## config.mk

```make
export PLATFORM = sky130hd
export DESIGN_NAME = wb_arbiter
export DESIGN_NICKNAME = d
export VERILOG_FILES = /design/src/rtl/riscv_pkg.sv /design/src/rtl/wb_fifo.sv /design/src/rtl/wb_arbiter.sv
export SDC_FILE = /design/constraint.sdc
export NUM_CORES = 1
export LEC_CHECK = 0
export ABC_CLOCK_PERIOD_IN_PS = 2600
export BUFFER_PORTS_ARGS = -buffer_cell sky130_fd_sc_hd__clkbuf_2
export CORE_MARGIN = 2
export CORE_UTILIZATION = 45
export DETAILED_ROUTE_END_ITERATION = 6
export PLACE_DENSITY = 0.7
export SLEW_MARGIN = 10
export SYNTH_ARGS = -nofsm -noshare
export SYNTH_HDL_FRONTEND = slang
export SYNTH_SLANG_ARGS = --single-unit
export TNS_END_PERCENT = 20
```

## constraint.sdc

```tcl
create_clock -name clk -period 2.6 [get_ports clk]
set_input_delay 0.39 -clock clk [delete_from_list [all_inputs] [get_ports clk]]
set_output_delay 0.39 -clock clk [all_outputs]
set_load 0.03 [all_outputs]
```

## src/rtl/riscv_pkg.sv

```systemverilog
// Shared CPU definitions: data width, register index width and the
// {rd, data} writeback entry carried from the execution units to the
// register file write port.
package riscv_pkg;
   localparam int XLEN       = 32;
   localparam int NREG       = 32;
   localparam int REG_ADDR_W = $clog2(NREG);

   typedef struct packed {
      logic [REG_ADDR_W-1:0] rd;
      logic [XLEN-1:0]       data;
   } wb_entry_t;
endpackage

```

## src/rtl/wb_fifo.sv

```systemverilog
// Small FIFO of writeback entries.
//   clk, rst     : clock, asynchronous active-high reset (empties the FIFO)
//   push, wdata  : enqueue an entry (ignored when full)
//   pop, rdata   : dequeue the head (ignored when empty); rdata shows the head
//   count        : number of stored entries
//   full, empty  : occupancy flags
module wb_fifo
   import riscv_pkg::*;
#(
   parameter  int DEPTH = 2,
   localparam int CNT_W = $clog2(DEPTH + 1)
) (
   input  logic             clk,
   input  logic             rst,
   input  logic             push,
   input  wb_entry_t        wdata,
   input  logic             pop,
   output wb_entry_t        rdata,
   output logic [CNT_W-1:0] count,
   output logic             full,
   output logic             empty
);
   localparam int PTR_W = (DEPTH > 1) ? $clog2(DEPTH) : 1;

   wb_entry_t        mem [DEPTH];
   logic [PTR_W-1:0] wr_ptr, rd_ptr;
   logic             push_ok, pop_ok;

   function automatic logic [PTR_W-1:0] ptr_inc(input logic [PTR_W-1:0] p);
      return (p == PTR_W'(DEPTH - 1)) ? '0 : p + 1'b1;
   endfunction

   assign full    = (count == CNT_W'(DEPTH));
   assign empty   = (count == '0);
   assign push_ok = push && !full;
   assign pop_ok  = pop && !empty;
   assign rdata   = mem[rd_ptr];

   // Payload storage needs no reset; only the pointers define validity.
   always_ff @(posedge clk) begin
      if (push_ok) mem[wr_ptr] <= wdata;
   end

   always_ff @(posedge clk or posedge rst) begin
      if (rst) begin
         wr_ptr <= '0;
         rd_ptr <= '0;
         count  <= '0;
      end else begin
         if (push_ok) wr_ptr <= ptr_inc(wr_ptr);
         if (pop_ok)  rd_ptr <= ptr_inc(rd_ptr);
         count <= count + CNT_W'(push_ok) - CNT_W'(pop_ok);
      end
   end
endmodule

```

## src/rtl/wb_arbiter.sv

```systemverilog
// Writeback arbiter + register scoreboard in front of the single register
// file write port.
//   iss_valid/iss_rd           : issued instruction marks its rd busy
//   alu_valid/alu_rd/alu_data  : ALU result, never back-pressured, always wins
//   ld_valid/ld_ready/ld_rd/ld_data : load result handshake into a FIFO
//   rf_reg_write/rf_write_reg/rf_write_data : registered write stream
//   query_rs1/2 -> busy_rs1/2  : combinational busy lookup for decode
module wb_arbiter
   import riscv_pkg::*;
#(
   parameter int LD_DEPTH = 2
) (
   input  logic                  clk,
   input  logic                  rst,
   input  logic                  iss_valid,
   input  logic [REG_ADDR_W-1:0] iss_rd,
   input  logic                  alu_valid,
   input  logic [REG_ADDR_W-1:0] alu_rd,
   input  logic [XLEN-1:0]       alu_data,
   input  logic                  ld_valid,
   output logic                  ld_ready,
   input  logic [REG_ADDR_W-1:0] ld_rd,
   input  logic [XLEN-1:0]       ld_data,
   output logic                  rf_reg_write,
   output logic [REG_ADDR_W-1:0] rf_write_reg,
   output logic [XLEN-1:0]       rf_write_data,
   input  logic [REG_ADDR_W-1:0] query_rs1,
   input  logic [REG_ADDR_W-1:0] query_rs2,
   output logic                  busy_rs1,
   output logic                  busy_rs2
);
   localparam int LD_CNT_W = $clog2(LD_DEPTH + 1);

   wb_entry_t           ld_in, ld_head, sel;
   logic [LD_CNT_W-1:0] ld_count;
   logic                ld_full, ld_empty, ld_push, ld_pop, sel_vld;
   logic [NREG-1:0]     busy, busy_nxt;

   // No pass-through when full: a same-cycle pop does not open the slot.
   assign ld_ready = !rst && (ld_count < LD_CNT_W'(LD_DEPTH));
   assign ld_push  = ld_valid && ld_ready;
   assign ld_pop   = !alu_valid && !ld_empty;
   assign ld_in    = '{rd: ld_rd, data: ld_data};

   wb_fifo #(.DEPTH(LD_DEPTH)) u_ld_fifo (
      .clk   (clk),
      .rst   (rst),
      .push  (ld_push),
      .wdata (ld_in),
      .pop   (ld_pop),
      .rdata (ld_head),
      .count (ld_count),
      .full  (ld_full),
      .empty (ld_empty)
   );

   always_comb begin
      sel_vld = alu_valid || !ld_empty;
      sel     = alu_valid ? '{rd: alu_rd, data: alu_data} : ld_head;
   end

   // x0 entries are still selected (so a load to x0 drains) but never write.
   always_ff @(posedge clk or posedge rst) begin
      if (rst) begin
         rf_reg_write  <= 1'b0;
         rf_write_reg  <= '0;
         rf_write_data <= '0;
      end else begin
         rf_reg_write <= sel_vld && (sel.rd != '0);
         if (sel_vld) begin
            rf_write_reg  <= sel.rd;
            rf_write_data <= sel.data;
         end
      end
   end

   // Clear on the committing edge, then set, so a same-edge re-issue wins.
   always_comb begin
      busy_nxt = busy;
      if (rf_reg_write) busy_nxt[rf_write_reg] = 1'b0;
      if (iss_valid && iss_rd != '0) busy_nxt[iss_rd] = 1'b1;
      busy_nxt[0] = 1'b0;
   end

   always_ff @(posedge clk or posedge rst) begin
      if (rst) busy <= '0;
      else     busy <= busy_nxt;
   end

   assign busy_rs1 = busy[query_rs1];
   assign busy_rs2 = busy[query_rs2];

   a_full_blocks: assert property (@(posedge clk) disable iff (rst) ld_full |-> !ld_ready);
endmodule

```

==> results, run 1 <==
- The number of sinks driven by the clock tree is 147.
- Among all stages on the critical path, the largest delay is contributed by sky130_fd_sc_hd__mux4_2.
- The multi-input gate area in the final layout is 2180 um^2.
- The TritonCTS clock tree is done.
- Of the total power, the share spent switching nets is 35.5%.
- The type of destination of the critical path is an output pin.
- The synthesized instance count is 533.
- The final number of hold-violating endpoints was 0.
- The worst setup path startpoint is busy[20].
- Once layout is complete, the utilization of the core stands at 56.3%.
- The number of ports placed on the die boundary is roughly 140.
- The internal portion of the total power is between 0.005 and 0.006 W.
- The unique cell type count in the Yosys netlist is 32.
- The synthesized area is 6370 um^2.
- In this run the critical register-to-register path is captured at rf_write_data[19].
- For this run the aggregate overflow at the end of global routing stands at 0.
- The analysis attributes to cell leakage a power of 3.28 nW.
- Post-CTS timing repair inserted 0 buffers for setup.
- The master cell of the clock root buffer is sky130_fd_sc_hd__clkbuf_16.
- The number of antenna diodes in the final layout is 0.
- Grouping stages by cell kind, the critical path spends the most delay in multiplexers.
- Routability-driven placement finished with a final weighted congestion of ~0.86.
- Counting the fill cells in the layout gives 1166.
- The total detailed-routing wirelength is around 14000 um.
- The share of cells above drive strength 1 is between 20% and 30%.
- After synthesis, the share of flip-flops with an asynchronous set or reset is 49.7%.
- For this block, the initial DRC count from the detailed router was 250.
- The largest net degree at the start of global routing is 65.
- The tool flagged a number of max-cap violations equal to 0.
- For this configuration, the core starts out at a cell density of 46.1%.
- The count of buffers from port buffering is roughly 130.
- For the worst setup path, the data required time is 2210 ps.
- The routed via count divided by cell count is 5.44.
- The via count of the first global-routing pass came to 4896.
- The detailed-routing iteration count for the pre-antenna-repair pass is 5.
- The routed layout has 4662 vias.
- The largest registers in the layout are u_ld_fifo.mem: 74 flops, rf_write_data: 32 flops, busy: 31 flops.
- The share of the cycle needed by the critical path after routing is around 87%.
- Compared with the post-synthesis result, the final layout area differs by 22.3%.
- The worst path in the final design needs a cycle of approximately 2300 ps, including I/O delays and setup.
- Counting flops with a built-in enable in the synthesized netlist gives 74.
- The number of buffers inserted during clock tree synthesis is 17.
- The worst clock skew is 10.7 ps.
- The fraction of power consumed by the clock network is 28.6%.
- The placement row count is 43.
- The worst setup slack after placement is roughly 520 ps.
- The number of buffers and inverters on the critical path is 1.
- The average wire per cell in the routed design is 16.8 um.
- The register with the most flip-flops in the layout has 74 of them.
- The die footprint is 15100 um^2.
- Power spread over the standard cell area amounts to 1070 nW/um^2.
- Detailed placement finished with a half-perimeter wire length of 10100 um.
- The run finished with clean final reports.
- The worst register-to-register path begins at u_ld_fifo.rd_ptr.
- The detail route stage leaves a number of antenna-violating nets equal to 0.
- After layout, the worst setup slack is roughly 340 ps.
- The clock transition time at the flip-flop clock pins of the worst setup and hold paths is 60 ps.
- The worst relative slew slack is 56.0%.
- After synthesis, the cell types taking the most area are sky130_fd_sc_hd__edfxtp_1, sky130_fd_sc_hd__dfrtp_1, sky130_fd_sc_hd__mux2i_1, sky130_fd_sc_hd__o21ai_0, sky130_fd_sc_hd__a21oi_1.
- Global routing used 20.1% of the available tracks.
- The capturing element of the worst setup path is busy_rs1.
- The slack of the worst reg-to-reg path is between 800 and 900 ps.
- In this run, synthesis produced a sequential element count of approximately 150.
- The maximum number of buffers from clock root to sink is 2.
- The accumulated negative setup slack is 0 ps.
- The analysis attributes to net switching a power of 0.00297 W.
- The core region is 13800 um^2.
- The critical path class is flip-flop to output pin.
- The first-pass GRT wire length is 23400 um.
- Counting instances in the post-synthesis netlist gives the leading cell types as sky130_fd_sc_hd__o21ai_0, sky130_fd_sc_hd__edfxtp_1, sky130_fd_sc_hd__dfrtp_1.
- The sort of element at the start of the critical path is a flip-flop.
- The register bank with the most flops is u_ld_fifo.mem.
- After clock tree synthesis, the repair step resized 0 gates.
- The area fraction of the dominant cell type after synthesis is 34.9%.
- The height of the chip is 123 um.
- The synthesized net count is approximately 630.
- Each instance of the synthesized netlist takes up on average 12.0 um^2.
- The number of max-slew violations in the final report is 0.
- The total number of H-tree levels is 4.
- In the routed design, unresolved DRC markers number 0.
- At the worst endpoint, the arrival time is about 1900 ps.
- Yosys printed 0 warnings.
- The clock latency on the worst-skew pair is 410 ps.
- Along the worst path, the maximum fanout reaches 3.
- The highest achievable clock rate is roughly 440 MHz.
- The share of total power in sequential cells is between 40% and 50%.
- Setup repair after global routing left no endpoint under its margin.
- IR analysis of the VDD net gives a maximum drop of 0.501 mV.
- The register area is 4050 um^2.
- The part of the Yosys area used for sequential elements is 63.6%.
- The initial antenna violation count is 0.
- In this run the worst hold path is classified as input pin to async pin.
- The signal on the critical path passes through mux4_2 > nand2b_1 > o2111ai_1 > nand4_1 > clkbuf_2.
- The number of cells on the worst reg-to-reg path is 5.
- The biggest area contributor in the post-synthesis netlist is sky130_fd_sc_hd__edfxtp_1.
- In this run the horizontal extent of the chip is around 120 um.
- For this run, the slowest stage of the critical path takes about 450 ps.
- The slew of the pin with the lowest slew margin is 659 ps.
- Per report_power, the combinational group accounts for 29.6% of the total.
- In this run the number of cells on the critical path is 5.
- Buffers inserted to repair hold after CTS numbered 0.
- The number of endpoints failing setup at the final stage is 0.
- The most used flip-flop cell after synthesis is sky130_fd_sc_hd__edfxtp_1.
- The final layout net count is 760.
- The most frequent cell after synthesis is sky130_fd_sc_hd__o21ai_0.
==> worst min-delay path by stage <==
stage	slack [ps]	endpoint	cells after the start	start
floorplan	480	u_ld_fifo.wr_ptr	1	u_ld_fifo.wr_ptr
global placement	510	u_ld_fifo.wr_ptr	2	rst
detailed placement	510	rf_write_reg[1]	2	rst
CTS	90	u_ld_fifo.wr_ptr	2	rst
global route	110	rf_write_reg[1]	2	rst
finish	70	rf_write_data[0]	2	rst
==> area by class of cell <==
cell class	instances	share of cell area (%)
flip-flops and latches	147	52.0
multi-input cells	352	28.0
repair buffers	140	9.35
clock buffers	17	5.46
well taps	180	2.89
clock inverters	15	1.99
inverters	6	0.289
==> worst reg2reg max path: stages, from the launching register on <==
cell and delay (ps):
sky130_fd_sc_hd__dfrtp_2 450, sky130_fd_sc_hd__buf_4 510, sky130_fd_sc_hd__mux2i_1 290, sky130_fd_sc_hd__nor2_1 60
sky130_fd_sc_hd__a21oi_1 190, sky130_fd_sc_hd__o21ai_0 120
==> per-stage QoR <==
step	instance area (um^2)	power [W]	hold slack [ps]	instances
2_1_floorplan	6370	0.00525	478	533
4_1_cts	7790	0.00843	85.8	857
3_5_place_dp	7210	0.00603	511	825
5_1_grt	7790	0.00884	110	857
6_report	7790	0.00836	70.6	857
3_3_place_gp	7210	0.00592	508	825
==> power groups by stage <==
stage | Sequential [W] | Combinational, W | Clock, W
detailed placement | 0.00354 | 0.00250 | 0
global placement | 0.00349 | 0.00243 | 0
floorplan | 0.00370 | 0.00155 | 0
global route | 0.00357 | 0.00275 | 0.00253
CTS | 0.00350 | 0.00250 | 0.00243
finish | 0.00350 | 0.00247 | 0.00239
==> cell families after synthesis <==
kind of cell	synth area share (%)
AO/OA/AOI/OAI	12.5
XOR/XNOR	0.550
adder cells (fa/ha/maj)	0.393
buffers and inverters	2.46
flip-flops	63.6
multiplexers	11.1
AND/OR/NAND/NOR	9.47
==> cells in the final DEF, fill, tap and decap left out, types with 3 or more instances in the layout <==
| master | Yosys | final |
|---|---|---|
| sky130_fd_sc_hd__buf_4 | 4 | 5 |
| sky130_fd_sc_hd__xnor2_1 | 3 | 3 |
| sky130_fd_sc_hd__a21oi_1 | 41 | 41 |
| sky130_fd_sc_hd__nor2b_1 | 4 | 4 |
| sky130_fd_sc_hd__mux2i_1 | 55 | 55 |
| sky130_fd_sc_hd__or3b_2 | 4 | 4 |
| sky130_fd_sc_hd__nor2_1 | 47 | 45 |
| sky130_fd_sc_hd__edfxtp_1 | 74 | 74 |
| sky130_fd_sc_hd__clkbuf_16 | 0 | 17 |
| sky130_fd_sc_hd__nand2_1 | 44 | 44 |
| sky130_fd_sc_hd__clkinvlp_4 | 0 | 4 |
| sky130_fd_sc_hd__a22oi_1 | 4 | 4 |
| sky130_fd_sc_hd__clkbuf_2 | 0 | 134 |
| sky130_fd_sc_hd__mux4_2 | 6 | 6 |
| sky130_fd_sc_hd__nand3b_1 | 10 | 10 |
| sky130_fd_sc_hd__nand3_1 | 12 | 12 |
| sky130_fd_sc_hd__o21ai_0 | 99 | 99 |
| sky130_fd_sc_hd__nand2b_1 | 4 | 4 |
| sky130_fd_sc_hd__inv_6 | 0 | 5 |
| sky130_fd_sc_hd__dfrtp_1 | 73 | 72 |
| sky130_fd_sc_hd__inv_1 | 6 | 5 |
==> layer usage <==
metal / share of wire, % / vias to the layer above / track usage [%] / wire length [um]
met5: 0 / - / 0 / 0
met4: 1.8 / 0 / 8.10 / 253
met3: 6.5 / 23 / 4.75 / 938
met2: 50 / 170 / 34.1 / 7280
met1: 41 / 2253 / 24.7 / 5950
li1: - / 2216 / - / -
No activity file was read; power rests on OpenSTA's default activity.
==> run 2: changes to the inputs <==
--- a/config.mk
+++ b/config.mk
@@ -5,13 +5,14 @@
 export SDC_FILE = /design/constraint.sdc
 export NUM_CORES = 1
 export LEC_CHECK = 0
+export ABC_AREA = 1
 export ABC_CLOCK_PERIOD_IN_PS = 2600
 export BUFFER_PORTS_ARGS = -buffer_cell sky130_fd_sc_hd__clkbuf_2
 export CORE_MARGIN = 2
 export CORE_UTILIZATION = 45
 export DETAILED_ROUTE_END_ITERATION = 6
 export PLACE_DENSITY = 0.7
-export SLEW_MARGIN = 10
+export SLEW_MARGIN = 40
 export SYNTH_ARGS = -nofsm -noshare
 export SYNTH_HDL_FRONTEND = slang
 export SYNTH_SLANG_ARGS = --single-unit
==> run 2 against run 1 <==
Sequential power rose by 4%. Via count rose by 13%. Synthesized cell count is 22% higher. Cell count increased by 14%. Sequential share of layout area down 0.29 points. Area after synthesis rose by 1.0%. Combinational power is 4% higher. First-iteration DRC count rose by 68%. Worst setup slack better by 280 ps. Critical path type unchanged.
==> results, run 2 <==
- The flow ran to the end, and the final reports show no timing, DRC or antenna violations.
- The slowest stage of the critical path belongs to the cell sky130_fd_sc_hd__dfrtp_1.
- The capturing element of the worst setup path is busy_rs1.
- The detailed router finished its first iteration with 419 violations.
- The post-CTS repair timing setup buffer count is 0.
- Of the total power, the clock network draws 28.2%.
- The die covers 15300 um^2.
- The max-capacitance violation count is 0.
- The worst clock skew is between 7 and 8 ps.
- The most numerous cell on the critical path is sky130_fd_sc_hd__nand2_1.
- The worst setup path is launched from a flip-flop.
- The height of the chip is 124 um.
- At the end of routability-driven placement, the weighted congestion stood at ~1.
- Compared with the post-synthesis result, the final layout area differs by 21.7%.
- The count of buffers from port buffering is 134.
- In this run the critical register-to-register path is launched from u_ld_fifo.count[1].
- The critical path class is flip-flop to output pin.
- The slack of the worst reg-to-reg path is a little under 900 ps.
- The area of the placeable core is 13900 um^2.
- The largest net degree at the start of global routing is 51.
- The total number of cells along the worst setup path is 9.
- In this run the clock root is driven by a sky130_fd_sc_hd__clkbuf_16.
- Yosys mapped a number of flops with a built-in enable equal to 74.
- In this design, the stage delay of the slowest critical-path cell is 370 ps.
- Buffers inserted to repair hold after CTS numbered 0.
- The peak ir drop on the vdd network is 0.593 mV.
- The min-delay analysis places its worst path in the category input pin to async pin.
- The synthesized net count is about 750.
- In the final layout, the registers with the most flip-flops are u_ld_fifo.mem: 74 flops, rf_write_data: 32 flops, busy: 31 flops.
- For this run, the number of Yosys warnings is 0.
- The detailed-routing iteration count for the pre-antenna-repair pass is 5.
- The total overflow left after global routing is 0.
- The register bank with the most flops is u_ld_fifo.mem.
- The initial cell density of the core is 46.2%.
- For this run, the post-layout net count is 878.
- The area fraction of the dominant cell type after synthesis is 34.5%.
- The wire-length estimate of the detail-placed layout is 12000 um.
- Tracing the worst setup path back leads to its startpoint at busy[3].
- Pin placement for this block handled 135 I/O pins.
- The total detailed-routing wirelength is 16900 um.
- By count the netlist is led by sky130_fd_sc_hd__nand2_1, sky130_fd_sc_hd__nand3_1, sky130_fd_sc_hd__o21ai_0.
- The largest total area in the synthesized netlist belongs to sky130_fd_sc_hd__edfxtp_1.
- The TritonCTS clock tree is done.
- The global router's overall resource usage is between 20% and 30%.
- Dividing the detail-routed wire length by the instance count gives approximately 17 um.
- Timing would allow up to between 500 and 600 MHz.
- The via count of the first global-routing pass was 5332.
- Sequential elements use between 60% and 70% of the synthesized area.
- Setup repair after global routing left no endpoint under its margin.
- The clock transition time at the flip-flop clock pins of the worst setup and hold paths is 60 ps.
- Walking the worst path, the cells encountered are inv_1 > nand2_1 > nand3_1 > nand3_1 > nand3_1 > nand2_1 > nand2_1 > nand2_1 > clkbuf_2.
- The number of cells on the worst reg-to-reg path is 4.
- The number of flip-flops under the largest register name is 74.
- The clock latency on the worst-skew pair is 410 ps.
- The power dissipated by switching net loads is 0.00326 W.
- The number of clock buffers added by TritonCTS is 17.
- The number of antenna diodes in the final layout is 0.
- The type of destination of the critical path is an output pin.
- Combinational logic is responsible for about 30% of the overall power.
- Synthesis instantiated 20 different standard cells from the library.
- The number of max-slew violations in the final report is 0.
- Yosys attributes the largest share of cell area to sky130_fd_sc_hd__edfxtp_1, sky130_fd_sc_hd__dfrtp_1, sky130_fd_sc_hd__nand2_1, sky130_fd_sc_hd__nand3_1, sky130_fd_sc_hd__o21ai_0.
- The top cell types in the final layout, fill and taps aside, are sky130_fd_sc_hd__nand2_1, sky130_fd_sc_hd__clkbuf_2, sky130_fd_sc_hd__nand3_1.
- The number of endpoints failing setup at the final stage is 0.
- The final critical path takes up approximately three quarters of the cycle.
- Cells fill 56.2% of the core in the end.
- Gates resized during post-CTS repair numbered 0.
- Across all hold checks on the routed design, the worst slack comes to 9.03 ps.
- The count of nets left with antenna violations after detail routing is 0.
- The share of total power in sequential cells is 42.0%.
- The worst pin sits at a relative slew slack of 61.2%.
- For this run, design rule violations remaining after detail routing come to 0.
- Dividing total power by cell area gives a power density of roughly 1100 nW/um^2.
- The critical path contains buffers and inverters numbering 2 combined.
- The standby leakage power is 3.39 nW.
- Among all flip-flop cells after synthesis, the most frequent one is sky130_fd_sc_hd__edfxtp_1.
- The flop and latch count out of synthesis is 147.
- The first-pass GRT wire length is 26400 um.
- The library cell used most frequently in the layout, excluding fill and tap cells, is sky130_fd_sc_hd__nand2_1.
- The floorplan die width is 124 um.
- The post-route netlist has 22.9% of its cells at a drive strength greater than 1.
- The smallest clock period supported by the final layout is computed as roughly 2000 ps.
- The net switching share of the total power is a little under two fifths.
- The via count is 5283.
- The routed via count divided by cell count is 5.42.
- The endpoint of the worst-slack reg-to-reg timing path is u_ld_fifo.mem[0][1].
- Clock tree synthesis found a total of 147 sinks.
- The H-tree generated during clock tree synthesis spans 4 levels.
- The fraction of registers with async set/reset is 49.7%.
- In the synthesized netlist, the number of instances is approximately 650.
- The most frequent cell after synthesis is sky130_fd_sc_hd__nand2_1.
- Of all nets on the critical path, the largest fanout is 2.
- The final number of hold-violating endpoints is 0.
- The clock passes through at most 2 buffers.
- The initial antenna violation count came to 0.
- At the pin with the least slew margin, the transition time is 581 ps.
- STA puts the critical path data arrival time at 1580 ps.
- Grouping stages by cell kind, the critical path spends the most delay in simple AND/OR/NAND/NOR gates.
- A synthesized cell averages 9.91 um^2.
- The internal power is between 0.005 and 0.006 W.
- The synthesized netlist occupies a cell area of 6430 um^2.
- The placement row count is 43.
- The required time of the critical path is 2210 ps.
run 2: changes by cell type in the layout (fill, tap and decap cells not counted), moves of 6 or more:
cell,change
sky130_fd_sc_hd__inv_1,+25
sky130_fd_sc_hd__mux2i_1,-55
sky130_fd_sc_hd__a21oi_1,-17
sky130_fd_sc_hd__mux4_2,-6
sky130_fd_sc_hd__o21ai_0,-23
sky130_fd_sc_hd__nand3b_1,-10
sky130_fd_sc_hd__o21ai_1,+8
sky130_fd_sc_hd__nand3_1,+67
sky130_fd_sc_hd__o311ai_1,+20
sky130_fd_sc_hd__nand2_1,+133
run 2: layout make-up:
cell class                 instances  area [um^2]
timing repair buffer             143          776
multi-input combinational        438         2040
clock buffer                      18          439
inverter                          35          141
sequential                       147         4050
clock inverter                    14          163
fill                            1214         6110
tap                              180          225
run 2: cell families (layout without fill, tap and decap cells):
| group | count (synthesis) | after routing | synth area share (%) |
|---|---|---|---|
| flops | 147 | 147 | 62.9 |
| simple gates | 303 | 303 | 19.2 |
| fa+ha+maj | 2 | 2 | 0.389 |
| buf+inv | 64 | 210 | 5.66 |
| xor+xnor | 4 | 4 | 0.545 |
| compound gates | 129 | 129 | 11.3 |
run 2: metrics by stage:
stage,worst slack (ps),setup TNS [ps],power (W),cells,area [um^2]
floorplan,-524,-38780,0.00527,649,6430
global placement,653,0,0.00616,943,7230
detailed placement,660,0,0.00623,943,7230
CTS,620,0,0.00867,975,7830
global route,477,0,0.00911,975,7830
finish,625,0,0.00864,975,7830
run 2: worst min-delay path by stage:
stage / end / cells past startpoint / slack [ps]
3_5_place_dp: rf_write_data[23] / 2 / 450
6_report: rf_write_data[23] / 2 / 9
4_1_cts: rf_write_data[23] / 2 / 7
5_1_grt: rf_write_data[20] / 2 / 40
2_1_floorplan: busy[2] / 2 / 470
3_3_place_gp: rf_write_data[23] / 2 / 440
run 2: worst reg2reg max path, delay by kind of cell (launching register included):
| family | cells | cell delay, ps |
|---|---|---|
| AND/OR/NAND/NOR | 3 | 700 |
| flip-flops | 1 | 450 |
| buffers and inverters | 1 | 250 |
run 2: routing by layer:
metal  GRT usage (%)  share of wire, %
met1            28.7                41
met2            38.5                50
met3            6.09               6.3
met4            9.94               2.2
met5               0                 0
run 2: power groups by stage:
stage	combinational, W	sequential (W)	clock [W]
global route	0.00286	0.00369	0.00256
global placement	0.00250	0.00365	0
finish	0.00258	0.00363	0.00243
floorplan	0.00138	0.00389	0
CTS	0.00259	0.00362	0.00246
detailed placement	0.00258	0.00366	0
==> run 3: changes to the inputs <==
--- a/config.mk
+++ b/config.mk
@@ -5,13 +5,13 @@
 export SDC_FILE = /design/constraint.sdc
 export NUM_CORES = 1
 export LEC_CHECK = 0
-export ABC_AREA = 1
-export ABC_CLOCK_PERIOD_IN_PS = 2600
+export ABC_AREA = 0
+export ABC_CLOCK_PERIOD_IN_PS = 1900
 export BUFFER_PORTS_ARGS = -buffer_cell sky130_fd_sc_hd__clkbuf_2
 export CORE_MARGIN = 2
 export CORE_UTILIZATION = 45
 export DETAILED_ROUTE_END_ITERATION = 6
-export PLACE_DENSITY = 0.7
+export PLACE_DENSITY = 0.68
 export SLEW_MARGIN = 40
 export SYNTH_ARGS = -nofsm -noshare
 export SYNTH_HDL_FRONTEND = slang
==> constraint.sdc (replaced) <==
create_clock -name clk -period 1.9 [get_ports clk]
set_input_delay 0.285 -clock clk [delete_from_list [all_inputs] [get_ports clk]]
set_output_delay 0.285 -clock clk [all_outputs]
set_load 0.03 [all_outputs]
==> run 3 against run 2 <==
The flow now finishes with violations (setup timing). Combinational power increased by 40%. Clock skew up 3.6 ps. Sequential share of layout area down 1.1 points. Clock power up 44%. Die area fell by 0.96%. Cell count fell by 11%. Register-to-register slack worse by 560 ps. Non-clock buffer count grew 5. Largest cell class unchanged. Worst setup slack worse by 840 ps.
==> results, run 3 (same netlist as run 1, synthesis figures left out) <==
- The worst hold path belongs to the class input pin to flip-flop.
- The via count is between 4k and 5k.
- The number of ports placed on the die boundary is about 140.
- The power dissipated by switching net loads is 0.00400 W.
- Summed over all layers, the routed wires come to approximately 14000 um.
- Walking the worst path, the cells encountered are mux4_2 > nand2b_4 > o211ai_1 > nand4_1 > clkbuf_8.
- The height of the chip is around 120 um.
- After detailed routing, the number of vias per cell comes to about 5.4.
- The count of buffers added on input and output ports is 134.
- Counting flops per register, the top entry is u_ld_fifo.mem.
- After global routing the overflow that remains totals 0.
- Registers take 4050 um^2.
- The internal power is 0.00786 W.
- Setup violations remaining at the end of the flow were counted as 2.
- The number of buffers inserted during clock tree synthesis is 17.
- The accumulated negative setup slack is -408 ps.
- The worst path in the final design needs a cycle of 2120 ps, including I/O delays and setup.
- The first global-routing pass estimated approximately 23000 um of wire.
- In the routed design, unresolved DRC markers number 0.
- Summed over all cells, the static leakage comes to 3.38 nW.
- The final number of hold-violating endpoints came to 0.
- Compared with the post-synthesis result, the final layout area differs by 25.7%.
- The post-route netlist has ~29% of its cells at a drive strength greater than 1.
- The clock latency on the worst-skew pair is 410 ps.
- The flow ran to the end, but the final reports show violations.
- The worst-case IR drop observed on VDD is between 0.6 and 0.7 mV.
- The highest net fanout along the worst path is 3.
- The first-iteration detailed-routing DRC count is 271.
- The cell family with the largest share of critical-path delay is multiplexers.
- The H-tree was split into 4 levels.
- Max-cap violations in this run came to 0.
- At the worst endpoint, the required time is 1620 ps.
- The slew of the pin with the lowest slew margin is 499 ps.
- The number of flip-flops under the largest register name is 74.
- In this run the worst setup path begins at busy[6].
- Dividing total power by cell area gives a power density of 1480 nW/um^2.
- The global router's overall resource usage is 19.8%.
- The count of nets left with antenna violations after detail routing is 0.
- The total number of cells along the worst setup path is 5.
- The worst path buffer plus inverter count is 1.
- For this run, the post-layout net count is approximately 770.
- The highest achievable clock rate is 473 MHz.
- For this configuration, the core starts out at a cell density of 46.1%.
- Setup repair after global routing could not meet its margin everywhere.
- Routability-driven placement finished with a final weighted congestion of 0.865.
- The multi-input gate area in the final layout is 2230 um^2.
- Counting along the longest clock path gives a buffer depth of 2.
- The endpoint of the worst-slack reg-to-reg timing path is u_ld_fifo.count[1].
- The type of destination of the critical path is an output pin.
- The share of total power in sequential cells is around two fifths.
- The worst clock skew is 10.9 ps.
- The area of the placeable core is 13800 um^2.
- The average wire per cell in the routed design is 16.7 um.
- In the layout the commonest cells are sky130_fd_sc_hd__clkbuf_2, sky130_fd_sc_hd__o21ai_0, sky130_fd_sc_hd__edfxtp_1.
- The fill cell instance count of the final layout is around 1.2k.
- The share of power burned in combinational logic is between 30 and 40%.
- The detailed-routing iteration count for the pre-antenna-repair pass is 4.
- STA puts the critical path data arrival time at between 1500 and 2000 ps.
- In this run the core area contains between 40 and 50 standard-cell rows.
- The number of max-slew violations in the final report is 0.
- The floorplan die width is 123 um.
- The die footprint is between 15000 and 20000 um^2.
- The number of sinks driven by the clock tree is 147.
- STA classifies the critical path startpoint as a flip-flop.
- The initial antenna violation count is 0.
- Once routing completed, OpenROAD measured the worst setup slack at -216 ps.
- Counting cells, the worst reg-to-reg path comes to 7.
- The clock transition time at the flip-flop clock pins of the worst setup and hold paths is roughly 60 ps.
- The master cell of the clock root buffer is sky130_fd_sc_hd__clkbuf_16.
- The largest registers in the layout are u_ld_fifo.mem: 74 flops, rf_write_data: 32 flops, busy: 31 flops.
- The via count of the first global-routing pass is about 4.7k.
- The capturing element of the worst setup path is busy_rs1.
- The slack of the worst reg-to-reg path is 320 ps.
- Measured against its own limit, the worst slew margin works out to 66.5%.
- For this design, the slowest cell found on the critical path is sky130_fd_sc_hd__mux4_2.
- Once detailed placement completed, the half-perimeter wirelength came to 10200 um.
- After layout, the worst path uses 111% of the clock period.
- The checks that failed: setup timing.
- The most common cell after layout, fill and taps aside is sky130_fd_sc_hd__clkbuf_2.
- The largest net degree at the start of global routing is 65.
- TritonCTS built the clock tree.
- Prior to clock tree synthesis, the placed netlist has a worst setup slack of 37.0 ps.
- Of the total power, the share spent switching nets is 33.7%.
- The total inserted antenna cells is 0.
- The worst setup path is of the flip-flop to output pin kind.
- Buffers added to address setup during post-CTS repair amount to 0.
- The startpoint of the worst register-to-register path is u_ld_fifo.count[1].
- For this run, the slowest stage of the critical path takes roughly 460 ps.
- The fraction of power consumed by the clock network is 29.5%.
[run 3: cell count changes in the layout (fill, tap and decap cells not counted), moves of 5 or more]
cell                       delta
sky130_fd_sc_hd__a21oi_1     +17
sky130_fd_sc_hd__nand3_1     -67
sky130_fd_sc_hd__nand2_1    -133
sky130_fd_sc_hd__o21ai_0     +23
sky130_fd_sc_hd__mux2i_1     +55
sky130_fd_sc_hd__nand3b_1    +10
sky130_fd_sc_hd__o311ai_1    -20
sky130_fd_sc_hd__inv_1       -25
sky130_fd_sc_hd__clkbuf_1     +5
sky130_fd_sc_hd__o21ai_1      -8
sky130_fd_sc_hd__mux4_2       +6
[run 3: stage by stage]
stage	power, W	hold WS [ps]	area [um^2]	instances	utilization, %
after detailed placement	0.00837	349	7310	832	52.9
after CTS	0.0119	48.9	8010	865	57.9
after floorplan	0.00720	384	6390	533	-
after global routing	0.0125	50.4	8010	865	57.9
final	0.0119	62.0	8010	865	57.9
after global placement	0.00824	333	7310	832	52.9
[run 3: area by class of cell]
| class | count | area share [%] |
|---|---|---|
| multi-input combinational | 352 | 27.9 |
| timing repair buffer | 148 | 10.6 |
| inverter | 6 | 0.328 |
| tap | 180 | 2.81 |
| sequential | 147 | 50.6 |
| clock inverter | 7 | 1.50 |
| clock buffer | 25 | 6.34 |
[run 3: timing repair]
item                       4_1_cts  5_1_grt
pin swaps                        6        1
hold buffers                     1        0
setup endpoints to repair        2        2
hold endpoints to repair        18        0
gates resized for setup         10        0
[run 3: per-layer routing]
metal  vias up  wire length [um]  global-route usage, %
li1       2228                 -                      -
met1      2251              6060                   25.5
met2       158              7030                   32.0
met3        17              1150                   5.58
met4         0               215                   7.32
met5         -                 0                      0
[run 3: power groups by stage]
stage                     sequential (W)  clock, W  combinational (W)
final                            0.00476   0.00349            0.00361
after global routing             0.00486   0.00368            0.00398
after CTS                        0.00476   0.00354            0.00364
after detailed placement         0.00482         0            0.00354
after global placement           0.00476         0            0.00348
after floorplan                  0.00507         0            0.00213
[run 3: how the worst min path moves through the flow]
| stage | endpoint | depth (start not counted) | startpoint |
|---|---|---|---|
| floorplan | u_ld_fifo.mem[0][0] | 0 | ld_data[0] |
| global placement | rf_write_data[21] | 2 | rst |
| detailed placement | rf_write_data[21] | 2 | rst |
| CTS | u_ld_fifo.mem[1][12] | 1 | ld_data[12] |
| global route | u_ld_fifo.mem[1][15] | 1 | ld_data[15] |
| finish | u_ld_fifo.mem[1][10] | 1 | ld_data[10] |
